**src/rtl/clk_step_ctrl.sv**
```systemverilog
// clk_step_ctrl: turns a manual/external step input or a free-run divider
// into a single-cycle clock enable for a core running on CLK_50.
// Also provides a halt gate and a wrapping count of issued enables.
module clk_step_ctrl #(
   parameter int unsigned DIVISOR         = 50_000_000,
   parameter int unsigned DEBOUNCE_CYCLES = 1_000_000,
   parameter int unsigned CNT_W           = 32
) (
   input  logic             CLK_50,
   input  logic             RESET,
   input  logic             STEP_IN,
   input  logic             SEL,
   input  logic             HALT,
   output logic             CLK_EN,
   output logic             MODE,
   output logic [CNT_W-1:0] STEP_CNT
);

   typedef enum logic {
      MODE_STEP = 1'b0,
      MODE_FREE = 1'b1
   } mode_e;

   localparam logic [31:0] DIV_LAST = 32'(DIVISOR - 1);
   localparam logic [31:0] DB_LAST  = 32'(DEBOUNCE_CYCLES - 1);

   logic             step_s1_q, step_s1_d;
   logic             step_s2_q, step_s2_d;
   logic             sel_s1_q,  sel_s1_d;
   logic             sel_s2_q,  sel_s2_d;
   logic             filt_q,    filt_d;
   logic             filt_dly_q, filt_dly_d;
   logic [31:0]      db_cnt_q,  db_cnt_d;
   mode_e            mode_q,    mode_d;
   logic [31:0]      div_cnt_q, div_cnt_d;
   logic             clk_en_q,  clk_en_d;
   logic [CNT_W-1:0] step_cnt_q, step_cnt_d;
   logic             step_edge;

   // All state registers; synchronous active-high reset clears everything.
   always_ff @(posedge CLK_50) begin
      if (RESET) begin
         step_s1_q  <= 1'b0;
         step_s2_q  <= 1'b0;
         sel_s1_q   <= 1'b0;
         sel_s2_q   <= 1'b0;
         filt_q     <= 1'b0;
         filt_dly_q <= 1'b0;
         db_cnt_q   <= '0;
         mode_q     <= MODE_STEP;
         div_cnt_q  <= '0;
         clk_en_q   <= 1'b0;
         step_cnt_q <= '0;
      end else begin
         step_s1_q  <= step_s1_d;
         step_s2_q  <= step_s2_d;
         sel_s1_q   <= sel_s1_d;
         sel_s2_q   <= sel_s2_d;
         filt_q     <= filt_d;
         filt_dly_q <= filt_dly_d;
         db_cnt_q   <= db_cnt_d;
         mode_q     <= mode_d;
         div_cnt_q  <= div_cnt_d;
         clk_en_q   <= clk_en_d;
         step_cnt_q <= step_cnt_d;
      end
   end

   // Two-flop synchronisers and the step debouncer (runs in both modes).
   always_comb begin
      step_s1_d  = STEP_IN;
      step_s2_d  = step_s1_q;
      sel_s1_d   = SEL;
      sel_s2_d   = sel_s1_q;
      filt_d     = filt_q;
      db_cnt_d   = db_cnt_q;
      filt_dly_d = filt_q;
      if (step_s2_q == filt_q) begin
         db_cnt_d = '0;
      end else if (db_cnt_q == DB_LAST) begin
         filt_d   = step_s2_q;
         db_cnt_d = '0;
      end else begin
         db_cnt_d = db_cnt_q + 32'd1;
      end
   end

   // Mode FSM: mode switch, step-edge enable, free-run divider and halt gate.
   always_comb begin
      mode_d    = mode_q;
      div_cnt_d = div_cnt_q;
      clk_en_d  = 1'b0;
      step_edge = filt_q & ~filt_dly_q;
      if (mode_e'(sel_s2_q) != mode_q) begin
         // A mode switch swallows any coincident step edge.
         mode_d    = mode_e'(sel_s2_q);
         div_cnt_d = '0;
      end else begin
         case (mode_q)
            MODE_STEP: begin
               clk_en_d  = step_edge & ~HALT;
               div_cnt_d = '0;
            end
            MODE_FREE: begin
               if (!HALT) begin
                  if (div_cnt_q == DIV_LAST) begin
                     div_cnt_d = '0;
                     clk_en_d  = 1'b1;
                  end else begin
                     div_cnt_d = div_cnt_q + 32'd1;
                  end
               end
            end
         endcase
      end
   end

   // Wrapping count of issued enables, bumped the cycle after each pulse.
   always_comb begin
      step_cnt_d = step_cnt_q;
      if (clk_en_q) begin
         step_cnt_d = step_cnt_q + CNT_W'(1);
      end
   end

   assign CLK_EN   = clk_en_q;
   assign MODE     = (mode_q == MODE_FREE);
   assign STEP_CNT = step_cnt_q;

endmodule

```
**config.mk**
```make
export PLATFORM = sky130hd
export DESIGN_NAME = clk_step_ctrl
export DESIGN_NICKNAME = d
export VERILOG_FILES = /design/src/rtl/clk_step_ctrl.sv
export SDC_FILE = /design/constraint.sdc
export NUM_CORES = 1
export LEC_CHECK = 0
export ABC_CLOCK_PERIOD_IN_PS = 3000
export CORE_MARGIN = 1.5
export CORE_UTILIZATION = 45
export CTS_BUF_LIST = sky130_fd_sc_hd__clkbuf_4
export CTS_CLUSTER_DIAMETER = 80
export DETAILED_ROUTE_END_ITERATION = 8
export GPL_TIMING_DRIVEN = 1
export PLACE_DENSITY_LB_ADDON = 0.08
export SYNTH_ARGS = -nofsm -noshare
export SYNTH_HDL_FRONTEND = slang
export SYNTH_SLANG_ARGS = --single-unit
```
**constraint.sdc**
```tcl
create_clock -name CLK_50 -period 3 [get_ports CLK_50]
set_input_delay 0.9 -clock CLK_50 [delete_from_list [all_inputs] [get_ports CLK_50]]
set_output_delay 0.9 -clock CLK_50 [all_outputs]
set_load 0.005 [all_outputs]
```
# Yosys cells after proc, flatten, opt, wreduce, memory -nomap -nowiden
# Index checks and enable logic that the tools add are counted.
# classes
n_addsub	3
eq_ne	5
mux	6
bitwise	6
reduce_logical	3
# ops
cell	count
$add 32x1->32 const B	3
$mux 32	2
$pmux 32 s2	1
$eq 32x20->1 const B	1
$eq 32x26->1 const B	1
$not 1->1	4
$reduce_or 3->1	1
$and 1x1->1	2
$mux 1	2
$ne 2x2->1 const B	1
$pmux 1 s2	1
$reduce_and 2->1	1
$reduce_or 2->1	1
$eq 1x1->1	1
$ne 1x1->1	1
# word_totals
regBits	104
output_inout_bits	34

# Depth between registers and ports, before layout
# Gate-level depths: netlist (run 1).
# depth
depth_word	4
depth_mapped	8
depth_no_buf	6

# Worst setup path after synthesis (run 1)
# Ideal clock, no wire load.
# synth_path
path_kind	input -> register
from	in HALT
to	reg div_cnt_q[15]
setup_time_ns	0.115
arrival_ns	2.244
path_slack_ns	0.641
path_stages	7
cell_sequence	and2_1 -> buf_6 -> or4_4 -> buf_6 -> nor4_4 -> xnor2_1 -> nor2_1
# synth_between
elab_chain_cells	1
# synth_lines
element	line_no	source
start: declaration	13	input logic HALT,
$ne 2x2->1 (no line)	-	
end signal: assignment	63	div_cnt_q <= div_cnt_d;
end: declaration	35	logic [31:0] div_cnt_q, div_cnt_d;
# Every way passes these cells.
# A chain may end at the register's enable or synchronous reset.

# Worst setup path in the final report (run 1)
# layout_path
from	reg clk_en_q, in the netlist CLK_EN
to	out CLK_EN
# layout_lines
element	line_no	source
start: declaration	36	logic clk_en_q, clk_en_d;
start signal: assignment	64	clk_en_q <= clk_en_d;
end: declaration	14	output logic CLK_EN,
# No word-level cell between the ends.

==> out/metrics.yaml, run 1 <==
area_growth_pct: 14.1
rsz0062_at_grt: "false"
ff_latch_area_mm2: 0.00208
synth-simple-area-share_pct: 33.5
slowest_delay_ns: 0.56
first_iter_violations: 171
start_util_pct: 46.2
grt_overflow: 0
n_fill_cell: 966
maxSlewHeadroom_pct: 46.6
slew_violations: 0
worst_slew_pin_slew_ns: 0.794
finalCritPeriodShare_pct: 81.3
die_x_um: 106
grt_first_pass_wirelength_um: 16600
crit_type: "reg2out"
antenna_found_initial: 0
grt_pass1_vias: 3494
multi_input_area_mm2: 0.00254
reg2reg_slack_ns: 0.59
synth_top_family_by_area: "simple AND/OR/NAND/NOR gates"
max-cap-violations: 0
min_delay_path_depth: 1
r2r-end: "div_cnt_q[16]"
drc_errors: 0
async_reset_ff_share_pct: 0
drive_gt1_share_pct: 6.77
ys_top_cells_by_area: "dfxtp_1, xor2_1, nor2_1, xnor2_1, nand3_1"
clkLatencyLatePin_ns: 0.46
hold_viol: 0
power_density_mw_per_mm2: 389
synth_top_area_share_pct: 43.6
regToRegStartpoint: "div_cnt_q[24]"
crit_start: "CLK_EN"
cp_cell_sequence: "clkdlybuf4s50_1"
final_cells: 727
critPathLaunchType: "register"
final.setup.tns_ns: 0
cts_made_buffers: 9
hold_path_class: "reg2reg"
timing.fmax_mhz: 410
place.gp.congestion: 0.825
ir_drop_mv: 0.258
cts.sinks: 104
ys_types: 40
synth_compound_area_share_pct: 3.15
status: "finished clean"
synth.avg_cell_area_um2: 8.79
cts_root_buffer: "clkbuf_4"
placed_cell_area_mm2: 0.00531
fin_nets: 594
dp_cells: 711
ys_seq_area_share_pct: 43.6
design.core.area_mm2: 0.0103
synthFlopType: "dfxtp_1"
power_leakage_nw: 1.69
grt_usage_pct: 18.1
tritoncts: "built"
synth_area_mm2: 0.00477
ctsLongestPathBuffers: 2
worst_clock_skew_ns: 0.0100
postSynthCellCount: 543
worstPathRequired_ns: 2.10
drt-wirelength-per-cell_um: 13.5
postRouteWirelength_um: 9820
post_cts_buffers: 0
cts.clk_slew.worst_paths_ns: 0.17
cp_max_fo: 8
row_count: 37
numPortBuffers: 38
cp_data_arrival_time_ns: 1.54
die_h_um: 106
cpLargestDelayFamily: "buffers and inverters"
yosysTopAreaCell: "dfxtp_1"
hp-start: "step_s1_q"
postCtsHoldBufs: 0
synth_xor_area_share_pct: 15.2
cp-end-kind: "output pin"
path_buf_inv: 1
dieArea_mm2: 0.0112
crit_slowest_cell: "clkdlybuf4s50_1"
yosys.area_share.adder_pct: 0.787
synth.net_count: 551
synthMuxAreaShare_pct: 0.629
final-setup-viol-count: 0
drt_first_pass_iters: 4
fin_area_mm2: 0.00544
h-tree-depth: 3
vias: 3820
place_hpwl_um: 6760
ant_nets: 0
reg2reg_depth: 6
min_period_ns: 2.44
hold_path_end: "step_s2_q"
cts_resized: 0
viasPerCell: 5.25
synth.ff_latch_count: 104
ys_warn_count: 0
synth_edf_count: 0
antenna-diode-count: 0
grt_start_max_net_pins: 39
ioPinCount: 39
-- per-stage QoR --
step	hold WS, ns	setup slack [ns]	utilization [%]	power (mW)
2_1_floorplan	0.414	0.641	-	1.44
3_3_place_gp	0.416	0.202	51.4	1.45
3_5_place_dp	0.436	0.173	51.4	1.45
4_1_cts	0.465	0.504	52.7	2.16
5_1_grt	0.479	0.440	52.7	2.21
6_report	0.459	0.560	52.7	2.12
-- cells in the mapped netlist (6+ instances only) --
cell and count:
and4_1 9, nor2b_1 6, nand2_1 37, o21ai_0 7, xnor2_1 36, dfxtp_1 104, nand3_1 39, nand4_1 29
nor3_1 14, nor2_1 102, inv_1 13, xor2_1 47, clkbuf_1 9, and3_1 11, or3_1 9, a21oi_1 8
nor4_1 10
-- placed cells by master (no fill, tap or decap), types with 2 or more instances in the layout --
cell type,instances
clkdlybuf4s50_1,38
nor2_1,102
nor4_4,3
a31oi_1,5
nand4b_1,2
nor4_1,10
nor2b_1,6
inv_8,2
and3_1,11
xor2_1,47
a21oi_1,8
or3b_1,3
nand2_1,37
nand3_1,39
or4_1,3
clkbuf_4,9
mux2i_1,3
o21ai_0,7
clkinv_4,3
xnor2_1,36
and2_1,5
nor3_1,14
or3_1,9
nor4_2,5
nand4_1,29
ha_1,3
buf_4,9
inv_1,13
nor4b_1,2
dfxtp_1,104
and4_1,9
or2_2,2
-- where the power goes --
group / switching, mW / total [mW] / internal, mW
logic: 0.0223 / 0.0359 / 0.0136
registers: 0.00250 / 1.39 / 1.39
clock network: 0.505 / 0.695 / 0.190
-- state kept, by name, indices dropped and copies added, names as in the netlist --
| name | count |
|---|---|
| STEP_CNT | 32 |
| sel_s1_q | 1 |
| filt_dly_d | 1 |
| step_s1_q | 1 |
| step_s2_q | 1 |
| sel_s2_q | 1 |
| MODE | 1 |
| CLK_EN | 1 |
| filt_dly_q | 1 |
| div_cnt_q | 32 |
| db_cnt_q | 32 |
-- kinds of logic after synthesis --
kind of cell | Yosys count
compound gates | 23
xor+xnor | 83
fa+ha+maj | 3
buf+inv | 29
flops | 104
mux | 3
simple gates | 298
-- worst max-delay path by stage --
stage                         end  cells after the start
floorplan           div_cnt_q[15]                      7
global placement    div_cnt_q[27]                      6
detailed placement  div_cnt_q[25]                      6
CTS                        CLK_EN                      1
global route               CLK_EN                      1
finish                     CLK_EN                      1
-- area by class of cell --
class	count	area share, %
multi-input combinational	410	46.7
sequential	104	38.3
timing repair buffer	48	8.60
tap	136	3.13
clock buffer	9	1.24
clock inverter	7	1.20
inverter	13	0.897
-- routing by layer --
metal  wire length [um]  track usage (%)  share of wire [%]  vias up
li1                   -                -                  -     1957
met5                  0                0                  0        -
met3                417             5.64                4.2        7
met2               4380             28.3                 45       56
met1               4890             24.4                 50     1800
met4                130             4.63                1.3        0
(Power assumes the default switching activity.)
==> run 2: changes to the inputs <==
--- a/config.mk
+++ b/config.mk
@@ -5,7 +5,7 @@
 export SDC_FILE = /design/constraint.sdc
 export NUM_CORES = 1
 export LEC_CHECK = 0
-export ABC_CLOCK_PERIOD_IN_PS = 3000
+export ABC_CLOCK_PERIOD_IN_PS = 2100
 export CORE_MARGIN = 1.5
 export CORE_UTILIZATION = 45
 export CTS_BUF_LIST = sky130_fd_sc_hd__clkbuf_4
==> constraint.sdc (replaced) <==
create_clock -name CLK_50 -period 2.1 [get_ports CLK_50]
set_input_delay 0.63 -clock CLK_50 [delete_from_list [all_inputs] [get_ports CLK_50]]
set_output_delay 0.63 -clock CLK_50 [all_outputs]
set_load 0.005 [all_outputs]
==> run 2 against run 1 <==
Sequential cell count unchanged. Setup slack worse by 0.53 ns. Register-to-register slack got worse by 0.56 ns. Combinational power increased by 67%. Utilization is 5.6 points higher. Wire length rose by 7.4%. Clock-buffer cell count unchanged. Worst hold slack worse by 0.016 ns. Power increased by 52%.
==> out/metrics.yaml, run 2 (same netlist as run 1, synthesis figures left out) <==
vias: 3997  # was 3,820
ant_nets: 0  # unchanged
final.setup.tns_ns: 0  # unchanged
p_total_mw: 3.22  # was 2.12 mW
placed_cell_area_mm2: 0.00559  # was 0.00531 mm2
hold_slack_ns: 0.443  # was 0.459 ns
start_util_pct: 46.2  # unchanged
viasPerCell: 5.14  # was 5.25
critPathLaunchType: "register"  # unchanged
final-setup-viol-count: 0  # unchanged
worst_clock_skew_ns: 0.0278  # was 0.0100 ns
hold_viol: 0  # unchanged
timing.fmax_mhz: 483
area_growth_pct: 26.2  # was 14.1%
place_hpwl_um: 7220  # was 6760 um
cp_max_fo: 7  # was 8
worstPathRequired_ns: 2.50  # was 2.10 ns
min_delay_path_depth: 1  # unchanged
cts_root_buffer: "clkbuf_4"  # unchanged
grt_first_pass_wirelength_um: 17500  # was 16,600 um
grt_start_max_net_pins: 39  # unchanged
antenna_found_initial: 1  # was 0
die_h_um: 106  # unchanged
finalCritPeriodShare_pct: 98.6
h-tree-depth: 3  # unchanged
cts.sinks: 104  # unchanged
dp_cells: 746  # was 711
die_x_um: 106  # unchanged
grt_pass1_vias: 3802  # was 3,494
hold_path_class: "reg2reg"  # unchanged
power_density_mw_per_mm2: 535  # was 389 mW/mm2
fin_nets: 643  # was 594
postRouteWirelength_um: 10600  # was 9820 um
postCtsHoldBufs: 0  # unchanged
max-cap-violations: 0  # unchanged
grt_overflow: 0  # unchanged
crit_type: "reg2reg"  # was reg2out
utilization_pct: 58.3  # was 52.7%
layout_common_cells: "nor2_1, dfxtp_1, buf_4"  # was dfxtp_1, nor2_1, xor2_1
rsz0062_at_grt: "true"  # was false
slew_violations: 0  # unchanged
row_count: 37  # unchanged
design.core.area_mm2: 0.0103  # unchanged
status: "finished clean"  # unchanged
min_period_ns: 2.07
setup_ws_ns: 0.0293  # was 0.560 ns
ir_drop_mv: 0.632  # was 0.258 mV
drive_gt1_share_pct: 20.5  # was 6.77%
dieArea_mm2: 0.0112  # unchanged
drt-wirelength-per-cell_um: 13.6  # was 13.5 um
pre_cts_slack_ns: -0.403  # was 0.173 ns
cp_data_arrival_time_ns: 2.47  # was 1.54 ns
cts_made_buffers: 9  # unchanged
maxSlewHeadroom_pct: 73.1  # was 46.6%
ctsLongestPathBuffers: 2  # unchanged
cts.clk_slew.worst_paths_ns: 0.17  # about the same
tritoncts: "built"  # unchanged
numPortBuffers: 38  # unchanged
worst_slew_pin_slew_ns: 0.402  # was 0.794 ns
final_cells: 777  # was 727
fin_area_mm2: 0.00602  # was 0.00544 mm2
drt_first_pass_iters: 5  # was 4
cp-end-kind: "register"  # was output pin
first_iter_violations: 156  # was 171
ioPinCount: 39  # unchanged
reg2reg_depth: 7  # was 6
grt_usage_pct: 19.6  # was 18.1%
layout_commonest_cell: "nor2_1"  # was dfxtp_1
clkLatencyLatePin_ns: 0.49  # was 0.46 ns
power_leakage_nw: 2.09  # was 1.69 nW
drc_errors: 0  # unchanged
place.gp.congestion: 0.829  # was 0.825
==> run 2: power breakdown <==
part	switching (mW)	total, mW	internal, mW	leakage [nW]
registers	0.00328	1.96	1.96	0.860
clock network	0.703	1.20	0.497	0.0888
logic	0.0339	0.0600	0.0260	1.14
==> run 2: path summary, 6_finish.rpt <==
path / startpoint / to / slack (ns)
hold / removal: sel_s1_q / sel_s2_q / 0.44
setup reg to reg: div_cnt_q[24] / div_cnt_q[11] / 0.03
setup / recovery: div_cnt_q[24] / div_cnt_q[11] / 0.03
hold reg to reg: sel_s1_q / sel_s2_q / 0.44
==> run 2: what timing repair did <==
| action | in CTS | in global routing |
|---|---|---|
| pin swaps | 0 | 3 |
| resized for setup | 24 | 43 |
| buffers inserted | 2 | 10 |
| gates cloned | 0 | 2 |
| setup endpoints to repair | 20 | 54 |
==> run 2: routing by layer <==
layer,wire length [um],global-route usage (%),up-vias
li1,-,-,2066
met1,4980,24.3,1860
met2,4870,32.0,62
met3,509,6.99,9
met4,190,6.08,0
met5,0,0,-
==> run 2: cell type report <==
cell class,instances,area (um2)
clock buffers,9,67.6
multi-input cells,410,2600
fillers,932,4300
flip-flops and latches,104,2160
well taps,136,170
clock inverters,7,101
diodes,1,2.50
inverters,13,48.8
repair buffers,97,876
==> run 2: critical path, stage by stage, from the launching register on <==
cell       delay [ns]
dfxtp_1          0.34
or4_4            0.55
nor4_4           0.28
buf_4            0.18
nand3_4          0.08
o2111ai_4        0.30
clkbuf_16        0.23
a21oi_1          0.04
==> run 3: changes to the inputs <==
--- a/config.mk
+++ b/config.mk
@@ -8,7 +8,7 @@
 export ABC_CLOCK_PERIOD_IN_PS = 2100
 export CORE_MARGIN = 1.5
 export CORE_UTILIZATION = 45
-export CTS_BUF_LIST = sky130_fd_sc_hd__clkbuf_4
+export CTS_BUF_LIST = sky130_fd_sc_hd__clkbuf_8
 export CTS_CLUSTER_DIAMETER = 80
 export DETAILED_ROUTE_END_ITERATION = 8
 export GPL_TIMING_DRIVEN = 1
==> run 3 against run 2 <==
Clock-buffer cell count is the same. First-iteration DRC count up 0.64%. Critical endpoint is now div_cnt_q[25]. Critical path type is now in2reg. Design area decreased by 1.6%. Wire length is 0.41% lower. Largest cell class unchanged. Clock skew is 0.0069 ns lower. Fmax shrank 1.4%. Register-to-register slack worse by 0.02 ns.
==> out/metrics.yaml, run 3 (same netlist as run 1, synthesis figures left out) <==
status: "finished clean"  # unchanged
grt_usage_pct: 19.7  # was 19.6%
critPathLaunchType: "primary input"  # was register
cp-end-kind: "register"  # unchanged
hold_slack_ns: 0.440  # was 0.443 ns
fin_nets: 632  # was 643
power_frac_seq_pct: 57.1  # was 60.9%
min_period_ns: 2.10  # was 2.07 ns
area_growth_pct: 24.2  # was 26.2%
power_frac_comb_pct: 1.7  # was 1.9%
postRouteWirelength_um: 10500  # was 10,600 um
drt_first_pass_iters: 4  # was 5
ant_nets: 0  # unchanged
power_leakage_nw: 1.95  # was 2.09 nW
regToRegStartpoint: "div_cnt_q[24]"  # unchanged
layout_common_cells: "dfxtp_1, nor2_1, xor2_1"  # was nor2_1, dfxtp_1, buf_4
crit_type: "in2reg"  # was reg2reg
finalCritPeriodShare_pct: 100  # was 98.6%
dieArea_mm2: 0.0112  # unchanged
hold_viol: 0  # unchanged
timing.fmax_mhz: 476  # was 483 MHz
p_total_mw: 3.47  # was 3.22 mW
antenna-diode-count: 0  # was 1
switching_share_pct: 22.5  # was 23.0%
die_x_um: 106  # unchanged
final.setup.tns_ns: 0  # unchanged
numPortBuffers: 38  # unchanged
dp_cells: 746  # unchanged
cts.clk_slew.worst_paths_ns: 0.11  # was 0.17 ns
cp_max_fo: 12  # was 7
drt-wirelength-per-cell_um: 13.7  # was 13.6 um
internal_power_mw: 2.69  # was 2.48 mW
cts_root_buffer: "clkbuf_8"  # was clkbuf_4
ir_drop_mv: 0.600  # was 0.632 mV
cts.sinks: 104  # unchanged
rsz0062_at_grt: "true"  # unchanged
n_fill_cell: 931  # was 932
antenna_found_initial: 0  # was 1
min_delay_path_depth: 1  # unchanged
viasPerCell: 5.22  # was 5.14
place_hpwl_um: 7220  # unchanged
grt_overflow: 0  # unchanged
grt_pass1_vias: 3807  # was 3,802
worstPathRequired_ns: 2.38  # was 2.50 ns
hp-start: "sel_s1_q"  # unchanged
drive_gt1_share_pct: 14.8  # was 20.5%
design.core.area_mm2: 0.0103  # unchanged
utilization_pct: 57.4  # was 58.3%
row_count: 37  # unchanged
slew_violations: 0  # unchanged
place.gp.congestion: 0.829  # unchanged
hold_path_class: "reg2reg"  # unchanged
tritoncts: "built"  # unchanged
h-tree-depth: 3  # unchanged
cp_data_arrival_time_ns: 2.38  # was 2.47 ns
vias: 3996  # was 3,997
ctsLongestPathBuffers: 2  # unchanged
power_density_mw_per_mm2: 585  # was 535 mW/mm2
crit_start: "HALT"  # was div_cnt_q[24]
worst_clock_skew_ns: 0.0209  # was 0.0278 ns
die_h_um: 106  # unchanged
layout_commonest_cell: "dfxtp_1"  # was nor2_1
first_iter_violations: 157  # was 156
final-setup-viol-count: 0  # unchanged
power_frac_clock_pct: 41.2  # was 37.2%
grt_start_max_net_pins: 39  # unchanged
final_cells: 765  # was 777
start_util_pct: 46.2  # unchanged
cts_made_buffers: 9  # unchanged
max-cap-violations: 0  # unchanged
clkLatencyLatePin_ns: 0.40  # was 0.49 ns
worst_slew_pin_slew_ns: 0.424  # was 0.402 ns
maxSlewHeadroom_pct: 71.6  # was 73.1%
drc_errors: 0  # unchanged
grt_first_pass_wirelength_um: 17500  # about the same
ioPinCount: 39  # unchanged
power_switching_mw: 0.781  # was 0.740 mW
reg2reg_depth: 7  # unchanged
## run 3: cell count changes in the layout (fill, tap and decap cells not counted), moves of 2 or more
cell	previous run	this run
dfxtp_1	70	100
dlymetal6s2s_1	4	0
clkbuf_8	0	9
nor2_1	98	95
dlygate4sd2_1	3	1
clkbuf_4	9	0
dfxtp_4	14	0
dfxtp_2	20	4
buf_4	55	44
nor2_2	2	4
clkdlybuf4s50_1	31	37
## run 3: power by group through the flow
stage / logic, mW / clock network, mW / registers (mW)
final: 0.0578 / 1.43 / 1.98
after global routing: 0.0632 / 1.54 / 1.98
after global placement: 0.0578 / 0 / 2.03
after floorplan: 0.0299 / 0 / 2.02
after CTS: 0.0575 / 1.48 / 1.98
after detailed placement: 0.0580 / 0 / 2.03
## run 3: layout make-up
| cell class | instances | area [um2] | share of cell area, % |
|---|---|---|---|
| clock buffer | 9 | 124 | 2.09 |
| clock inverter | 7 | 101 | 1.71 |
| inverter | 13 | 48.8 | 0.823 |
| multi-input combinational | 410 | 2610 | 44.0 |
| sequential | 104 | 2090 | 35.2 |
| tap | 136 | 170 | 2.87 |
| timing repair buffer | 86 | 786 | 13.3 |
## run 3: metal layers
layer / share of wire [%] / wire (um) / GRT usage (%) / vias to the layer above
li1: - / - / - / 2039
met1: 47 / 4930 / 24.4 / 1878
met2: 47 / 4890 / 31.8 / 66
met3: 5.3 / 553 / 6.99 / 13
met4: 1.3 / 132 / 6.95 / 0
met5: 0 / 0 / 0 / -
## run 3: timing repair
item / CTS / global route
hold buffers: 0 / 0
endpoints found under the setup margin: 1 / 27
endpoints found under the hold margin: 0 / 0
resized for setup: 2 / 19
setup buffers: 0 / 1
pin swaps: 0 / 3
cloned: 0 / 2
## run 3: per-stage QoR
step	setup slack, ns	cell area (um2)
2_1_floorplan	0.0110	4770
3_3_place_gp	-0.357	5590
3_5_place_dp	-0.403	5590
4_1_cts	0.0164	5810
5_1_grt	-0.0487	5930
6_report	0.000867	5930
## run 3: path summary, 6_finish.rpt
path,slack [ns],endpoint
worst min register to register,0.44,sel_s2_q
worst max register to register,0.01,div_cnt_q[8]
worst min-delay path,0.44,sel_s2_q
worst max-delay path,0.0009,div_cnt_q[25]
## run 3: worst max-delay path, cell delays in order
cell	delay [ns]
clkdlybuf4s50_1	0.43
and2_1	0.19
or4_4	0.64
nor4_2	0.28
xnor2_1	0.15
nor2_1	0.05
